[src/rtl/riscv_pkg.sv]
// Shared RISC-V front-end definitions: widths, PC step, reset vector and
// the fetch engine state encoding.
package riscv_pkg;
   localparam int XLEN    = 32;
   localparam int ILEN    = 32;
   localparam int PC_STEP = 4;

   localparam logic [XLEN-1:0] RESET_VECTOR = '0;

   typedef enum logic [2:0] {
      IDLE,
      REQ,
      WAIT,
      HOLD,
      DRAIN
   } fetch_state_t;
endpackage

[src/rtl/if_fetch_ctrl_if.sv]
// Fetch controller bus: instruction-memory request/response channel plus the
// decode-side instruction handshake.
interface if_fetch_ctrl_if #(
   parameter int XLEN = riscv_pkg::XLEN,
   parameter int ILEN = riscv_pkg::ILEN
);
   logic            imem_req_valid;
   logic            imem_req_ready;
   logic [XLEN-1:0] imem_req_addr;
   logic            imem_rsp_valid;
   logic [ILEN-1:0] imem_rsp_data;
   logic            if_valid;
   logic            if_ready;
   logic [XLEN-1:0] if_pc;
   logic [ILEN-1:0] if_instr;

   modport master (
      output imem_req_valid, imem_req_addr,
      input  imem_req_ready, imem_rsp_valid, imem_rsp_data,
      output if_valid, if_pc, if_instr,
      input  if_ready
   );

   modport slave (
      input  imem_req_valid, imem_req_addr,
      output imem_req_ready, imem_rsp_valid, imem_rsp_data,
      input  if_valid, if_pc, if_instr,
      output if_ready
   );
endinterface

[src/rtl/fetch_pc_reg.sv]
// Fetch PC register: loads either pc+STEP (wrapping) or a word-aligned
// redirect target when ld is asserted.
module fetch_pc_reg #(
   parameter int              XLEN     = 32,
   parameter int              STEP     = 4,
   parameter logic [XLEN-1:0] RESET_PC = '0
) (
   input  logic            clk,
   input  logic            rst_n,
   input  logic            ld,
   input  logic            sel_redir,
   input  logic [XLEN-1:0] redir_pc,
   output logic [XLEN-1:0] pc
);
   always_ff @(posedge clk or negedge rst_n) begin
      if (!rst_n)
         pc <= RESET_PC;
      else if (ld)
         pc <= sel_redir ? {redir_pc[XLEN-1:2], 2'b00} : pc + XLEN'(STEP);
   end
endmodule

[src/rtl/if_fetch_ctrl.sv]
// Instruction-fetch controller: one outstanding imem request, one-entry
// instruction buffer to decode, redirect with stale-response draining.
module if_fetch_ctrl #(
   parameter int              XLEN     = riscv_pkg::XLEN,
   parameter int              ILEN     = riscv_pkg::ILEN,
   parameter logic [XLEN-1:0] RESET_PC = riscv_pkg::RESET_VECTOR
) (
   input  logic            clk,
   input  logic            rst_n,
   if_fetch_ctrl_if.master bus,
   input  logic            redirect_valid,
   input  logic [XLEN-1:0] redirect_pc,
   output logic [XLEN-1:0] pc_out
);
   import riscv_pkg::*;

   fetch_state_t    state;
   logic [XLEN-1:0] pc;
   logic            pc_ld;
   logic            if_valid_q;
   logic [XLEN-1:0] if_pc_q;
   logic [ILEN-1:0] if_instr_q;

   // pc advances only on a live response; a redirect always wins
   assign pc_ld = redirect_valid | ((state == WAIT) & bus.imem_rsp_valid);

   fetch_pc_reg #(
      .XLEN     (XLEN),
      .STEP     (PC_STEP),
      .RESET_PC (RESET_PC)
   ) u_pc (
      .clk       (clk),
      .rst_n     (rst_n),
      .ld        (pc_ld),
      .sel_redir (redirect_valid),
      .redir_pc  (redirect_pc),
      .pc        (pc)
   );

   assign pc_out             = pc;
   assign bus.imem_req_addr  = pc;
   assign bus.imem_req_valid = (state == REQ);
   assign bus.if_valid       = if_valid_q;
   assign bus.if_pc          = if_pc_q;
   assign bus.if_instr       = if_instr_q;

   always_ff @(posedge clk or negedge rst_n) begin
      if (!rst_n) begin
         state      <= IDLE;
         if_valid_q <= 1'b0;
         if_pc_q    <= '0;
         if_instr_q <= '0;
      end else begin
         case (state)
            IDLE: state <= REQ;
            REQ: begin
               // a request accepted alongside a redirect is already stale
               if (bus.imem_req_ready)
                  state <= redirect_valid ? DRAIN : WAIT;
            end
            WAIT: begin
               if (bus.imem_rsp_valid) begin
                  if (redirect_valid) begin
                     state <= REQ;
                  end else begin
                     if_instr_q <= bus.imem_rsp_data;
                     if_pc_q    <= pc;
                     if_valid_q <= 1'b1;
                     state      <= HOLD;
                  end
               end else if (redirect_valid) begin
                  state <= DRAIN;
               end
            end
            HOLD: begin
               if (redirect_valid || bus.if_ready) begin
                  if_valid_q <= 1'b0;
                  state      <= REQ;
               end
            end
            DRAIN: begin
               if (bus.imem_rsp_valid)
                  state <= REQ;
            end
            default: state <= IDLE;
         endcase
      end
   end
endmodule

[src/flat_wrapper.sv]
// flat-port wrapper written by rule: the top's interface ports become plain ports
module if_fetch_ctrl_flat import riscv_pkg::*;
#(
   parameter int              XLEN     = riscv_pkg::XLEN,
   parameter int              ILEN     = riscv_pkg::ILEN,
   parameter logic [XLEN-1:0] RESET_PC = riscv_pkg::RESET_VECTOR
)
  (clk, rst_n, redirect_valid, redirect_pc, pc_out, bus_imem_req_valid, bus_imem_req_addr, bus_imem_req_ready, bus_imem_rsp_valid, bus_imem_rsp_data, bus_if_valid, bus_if_pc, bus_if_instr, bus_if_ready);
  if_fetch_ctrl_if #(.XLEN(XLEN), .ILEN(ILEN)) bus_i ();
  input  logic clk;
  input  logic rst_n;
  input  logic redirect_valid;
  input  logic [XLEN-1:0] redirect_pc;
  output logic [XLEN-1:0] pc_out;
  output wire logic [$bits(bus_i.imem_req_valid)-1:0] bus_imem_req_valid;
  output wire logic [$bits(bus_i.imem_req_addr)-1:0] bus_imem_req_addr;
  input wire logic [$bits(bus_i.imem_req_ready)-1:0] bus_imem_req_ready;
  input wire logic [$bits(bus_i.imem_rsp_valid)-1:0] bus_imem_rsp_valid;
  input wire logic [$bits(bus_i.imem_rsp_data)-1:0] bus_imem_rsp_data;
  output wire logic [$bits(bus_i.if_valid)-1:0] bus_if_valid;
  output wire logic [$bits(bus_i.if_pc)-1:0] bus_if_pc;
  output wire logic [$bits(bus_i.if_instr)-1:0] bus_if_instr;
  input wire logic [$bits(bus_i.if_ready)-1:0] bus_if_ready;
  assign bus_imem_req_valid = bus_i.imem_req_valid;
  assign bus_imem_req_addr = bus_i.imem_req_addr;
  assign bus_i.imem_req_ready = bus_imem_req_ready;
  assign bus_i.imem_rsp_valid = bus_imem_rsp_valid;
  assign bus_i.imem_rsp_data = bus_imem_rsp_data;
  assign bus_if_valid = bus_i.if_valid;
  assign bus_if_pc = bus_i.if_pc;
  assign bus_if_instr = bus_i.if_instr;
  assign bus_i.if_ready = bus_if_ready;
  if_fetch_ctrl #(.XLEN(XLEN), .ILEN(ILEN), .RESET_PC(RESET_PC)) u_core (.clk(clk), .rst_n(rst_n), .bus(bus_i), .redirect_valid(redirect_valid), .redirect_pc(redirect_pc), .pc_out(pc_out));
endmodule
[config.mk]
export PLATFORM = sky130hd
export DESIGN_NAME = if_fetch_ctrl_flat
export DESIGN_NICKNAME = d
export VERILOG_FILES = /design/src/rtl/riscv_pkg.sv /design/src/rtl/if_fetch_ctrl_if.sv /design/src/rtl/fetch_pc_reg.sv /design/src/rtl/if_fetch_ctrl.sv /design/src/flat_wrapper.sv
export SDC_FILE = /design/constraint.sdc
export NUM_CORES = 1
export LEC_CHECK = 0
export BUFFER_PORTS_ARGS = -buffer_cell sky130_fd_sc_hd__buf_4
export CAP_MARGIN = 10
export CORE_UTILIZATION = 40
export DETAILED_ROUTE_END_ITERATION = 16
export PLACE_DENSITY_LB_ADDON = 0.15
export SLEW_MARGIN = 20
export SYNTH_ARGS = -nofsm -noshare
export SYNTH_HDL_FRONTEND = slang
export SYNTH_SLANG_ARGS = --single-unit
[constraint.sdc]
create_clock -name clk -period 3.15 [get_ports clk]
set_clock_uncertainty 0.15 [all_clocks]
set_input_delay 0.1575 -clock clk [delete_from_list [all_inputs] [get_ports clk]]
set_output_delay 0.1575 -clock clk [all_outputs]
set_load 0.05 [all_outputs]
==> metrics.yaml <==
global_routing:
  grt_pass1_wl_um: 19700
  grt_usage_pct: 21.6
  antenna_found_initial: 0
  grt_pass1_vias: 3984
  grt_max_degree: 79
  overflow: 0
critical_path:
  required_ns: 3.26
  crit_path_top_delay_cell: "nor3_2"
  cpPeakStageDelay_ns: 0.59
  cp-end-kind: "flop"
  crit_type: "reg -> reg"
  cp_cell_sequence: "nand4bb_4 -> nor3_2 -> buf_4 -> nand4_1 -> xor2_1 -> o21ai_1"
  cp-start-kind: "flop"
  crit_buf_inv: 1
  crit_fanout: 10
  path_delay_family: "simple AND/OR/NAND/NOR gates"
  worstPathArrival_ns: 2.36
clock_tree:
  cts_tree: "yes"
  path_clk_slew_ns: 0.07
  clockBufferDepth: 2
  h-tree-depth: 3
  cts_setup_buffers: 0
  insertion_delay_ns: 0.34
  ctsRootBufferMaster: "clkbuf_16"
  cts-buffers-inserted: 9
  cts_resized: 0
  ctsHoldBuffers: 64
  clock-sinks: 96
synth:
  synth_edf_count: 0
  async_flop_share_pct: 100
  yosysSeqAreaShare_pct: 52.5
  synthTopCellsByArea: "dfrtp_1 (53%), nand2_1 (18%), buf_4 (6.2%)"
  ys.flop_type: "dfrtp_1"
  synth_commonest_cells: "nand2_1 (222), dfrtp_1 (96), buf_4 (38)"
  syn_avg_cell_area_um2: 8.80
  synth.distinct_cells: 45
  yosysMostFrequentCell: "nand2_1"
  yosys.area.top_type: "dfrtp_1"
  synth_warnings: 0
  syn_inst: 520
  synth_top_area_share_pct: 52.5
  ys_seq_elements: 96
  syn_area_um2: 4580
hold_path:
  min_path_type: "in -> reg"
flow_run:
  drv_cap: 0
layout:
  multi_input_area_um2: 1790
  antenna_cells: 0
  drive_gt1_share_pct: 30.1
  final_nets: 808
  area_delta_synth_final_pct: 49.4
  regArea_um2: 2400
  utilization_pct: 62.2
  fill_cells: 936
routing:
  ant_nets: 0
  viasPerCell: 4.79
  firstDrtPassIters: 4
  route.detailed.drc: 0
  via_count: 4218
  first_iter_violations: 211
  routedWlPerCell_um: 14.3
  drt_wl_total_um: 12600
sta:
  hold_viol_final: 0
  min_period_ns: 2.25
  tightest_slew_ns: 0.655
  fin_crit_sh_pct: 71.5
  rsz0062_at_grt: "no"
  drv_slew: 0
  setup-violations-final: 0
  tns_ns: 0
  max_freq_mhz: 444
  slew-limit-headroom_pct: 56.1
power_and_ir_drop:
  peakVddDrop_mv: 0.702
  power.leakage_nw: 3.49
  power.density_nw_per_um2: 878
floorplanning:
  die_y_um: 109
  die_w_um: 109
  initial_core_util_pct: 41.7
  ioPinCount: 200
  coreArea_um2: 11000
  row_count: 38
  die_area_um2: 11900
placed_design:
  io_buffer_count: 191
  globalplace.congestion: 0.781
  post-dp-hpwl_um: 8410
status:
  outcome: "finished, final reports clean"
## per-layer routing
layer  GRT usage, %  vias up  share of wire [%]
met4           6.37        0               0.91
met5              0        -                  0
met2           36.7      144                 48
met3           3.89        9                6.1
li1               -     2085                  -
met1           28.1     1980                 45
## state kept, by name, summed over array words and instances (netlist names)
register / flops
u_core.bus.if_instr: 32
u_core.bus.if_valid: 1
u_core.bus.if_pc: 30
u_core.u_pc.pc: 30
u_core.state: 3
## placed cells by master (no fill, tap or decap), types with 2 or more instances in the layout
master         count
and2_1             2
nor3_1             3
xor2_1            15
nand2_1          222
clkbuf_8           3
mux2i_1            2
xnor2_1            8
nand4_1           13
buf_4            197
conb_1             6
o21ai_0           25
nand3_1           17
o21ai_1            2
mux2_2             2
inv_1              2
clkbuf_16          9
dlygate4sd3_1     64
dfrtp_1           96
a21oi_1            6
and3_1             6
and4_1             4
nor2_1             9
o221ai_1           2
## power breakdown
part / leakage [nW] / total (mW) / internal (mW) / switching (mW)
clock: 0.148 / 1.13 / 0.677 / 0.450
sequential: 1.22 / 1.92 / 1.62 / 0.299
combinational: 2.13 / 2.95 / 0.882 / 2.07
total: 3.49 / 6.00 / 3.18 / 2.82
## final timing paths
path / from / endpoint / slack [ns] / depth (start not counted)
hold / removal: bus_imem_rsp_valid / u_core.state[0]$_DFFE_PN0P_ / 0.05 / 3
hold reg to reg: u_core.bus.if_instr[27]$_DFFE_PN0P_ / u_core.bus.if_instr[27]$_DFFE_PN0P_ / 0.33 / 2
setup reg to reg: u_core.state[0]$_DFFE_PN0P_ / u_core.u_pc.pc[21]$_DFFE_PN0P_ / 0.90 / 6
min in group asynchronous: rst_n / u_core.bus.if_instr[11]$_DFFE_PN0P_ / 0.14 / 2
max in group asynchronous: rst_n / u_core.bus.if_instr[20]$_DFFE_PN0P_ / 1.81 / 4
setup / recovery: u_core.state[0]$_DFFE_PN0P_ / u_core.u_pc.pc[21]$_DFFE_PN0P_ / 0.90 / 6
## worst register-to-register path, delay by kind of cell (launching register included)
kind | cells | cell delay (ns)
AO/OA/AOI/OAI | 1 | 0.14
flip-flops | 1 | 0.48
buffers and inverters | 1 | 0.26
XOR/XNOR | 1 | 0.17
AND/OR/NAND/NOR | 3 | 0.98
## metrics by stage
step                area [um2]  worst slack, ns  cells  total power, mW  hold WS, ns
CTS                       6810            0.893    880             6.03       0.0425
floorplan                 4590            0.904    525             3.95       -0.288
detailed placement        5860            0.896    801             4.83        0.203
finish                    6830            0.897    881             6.00       0.0526
global placement          5860            0.928    801             4.79        0.198
global route              6830            0.728    881             6.32       0.0988
## cells by family (layout without fill, tap and decap cells)
group,after synthesis,in the layout,synth area share (%)
buf+inv,63,279,8.72
compound gates,44,44,5.63
mux,4,4,0.930
flops,96,96,52.5
xor+xnor,23,23,4.40
simple gates,288,288,27.5
fa+ha+maj,1,1,0.273
other cells,1,6,0.0820
## area by class of cell
type | instances | area share, %
inverters | 2 | 0.110
multi-input cells | 366 | 26.3
repair buffers | 262 | 31.4
well taps | 140 | 2.56
clock inverters | 2 | 0.549
clock buffers | 13 | 3.95
flip-flops and latches | 96 | 35.2
No activity file was read; power rests on OpenSTA's default activity.
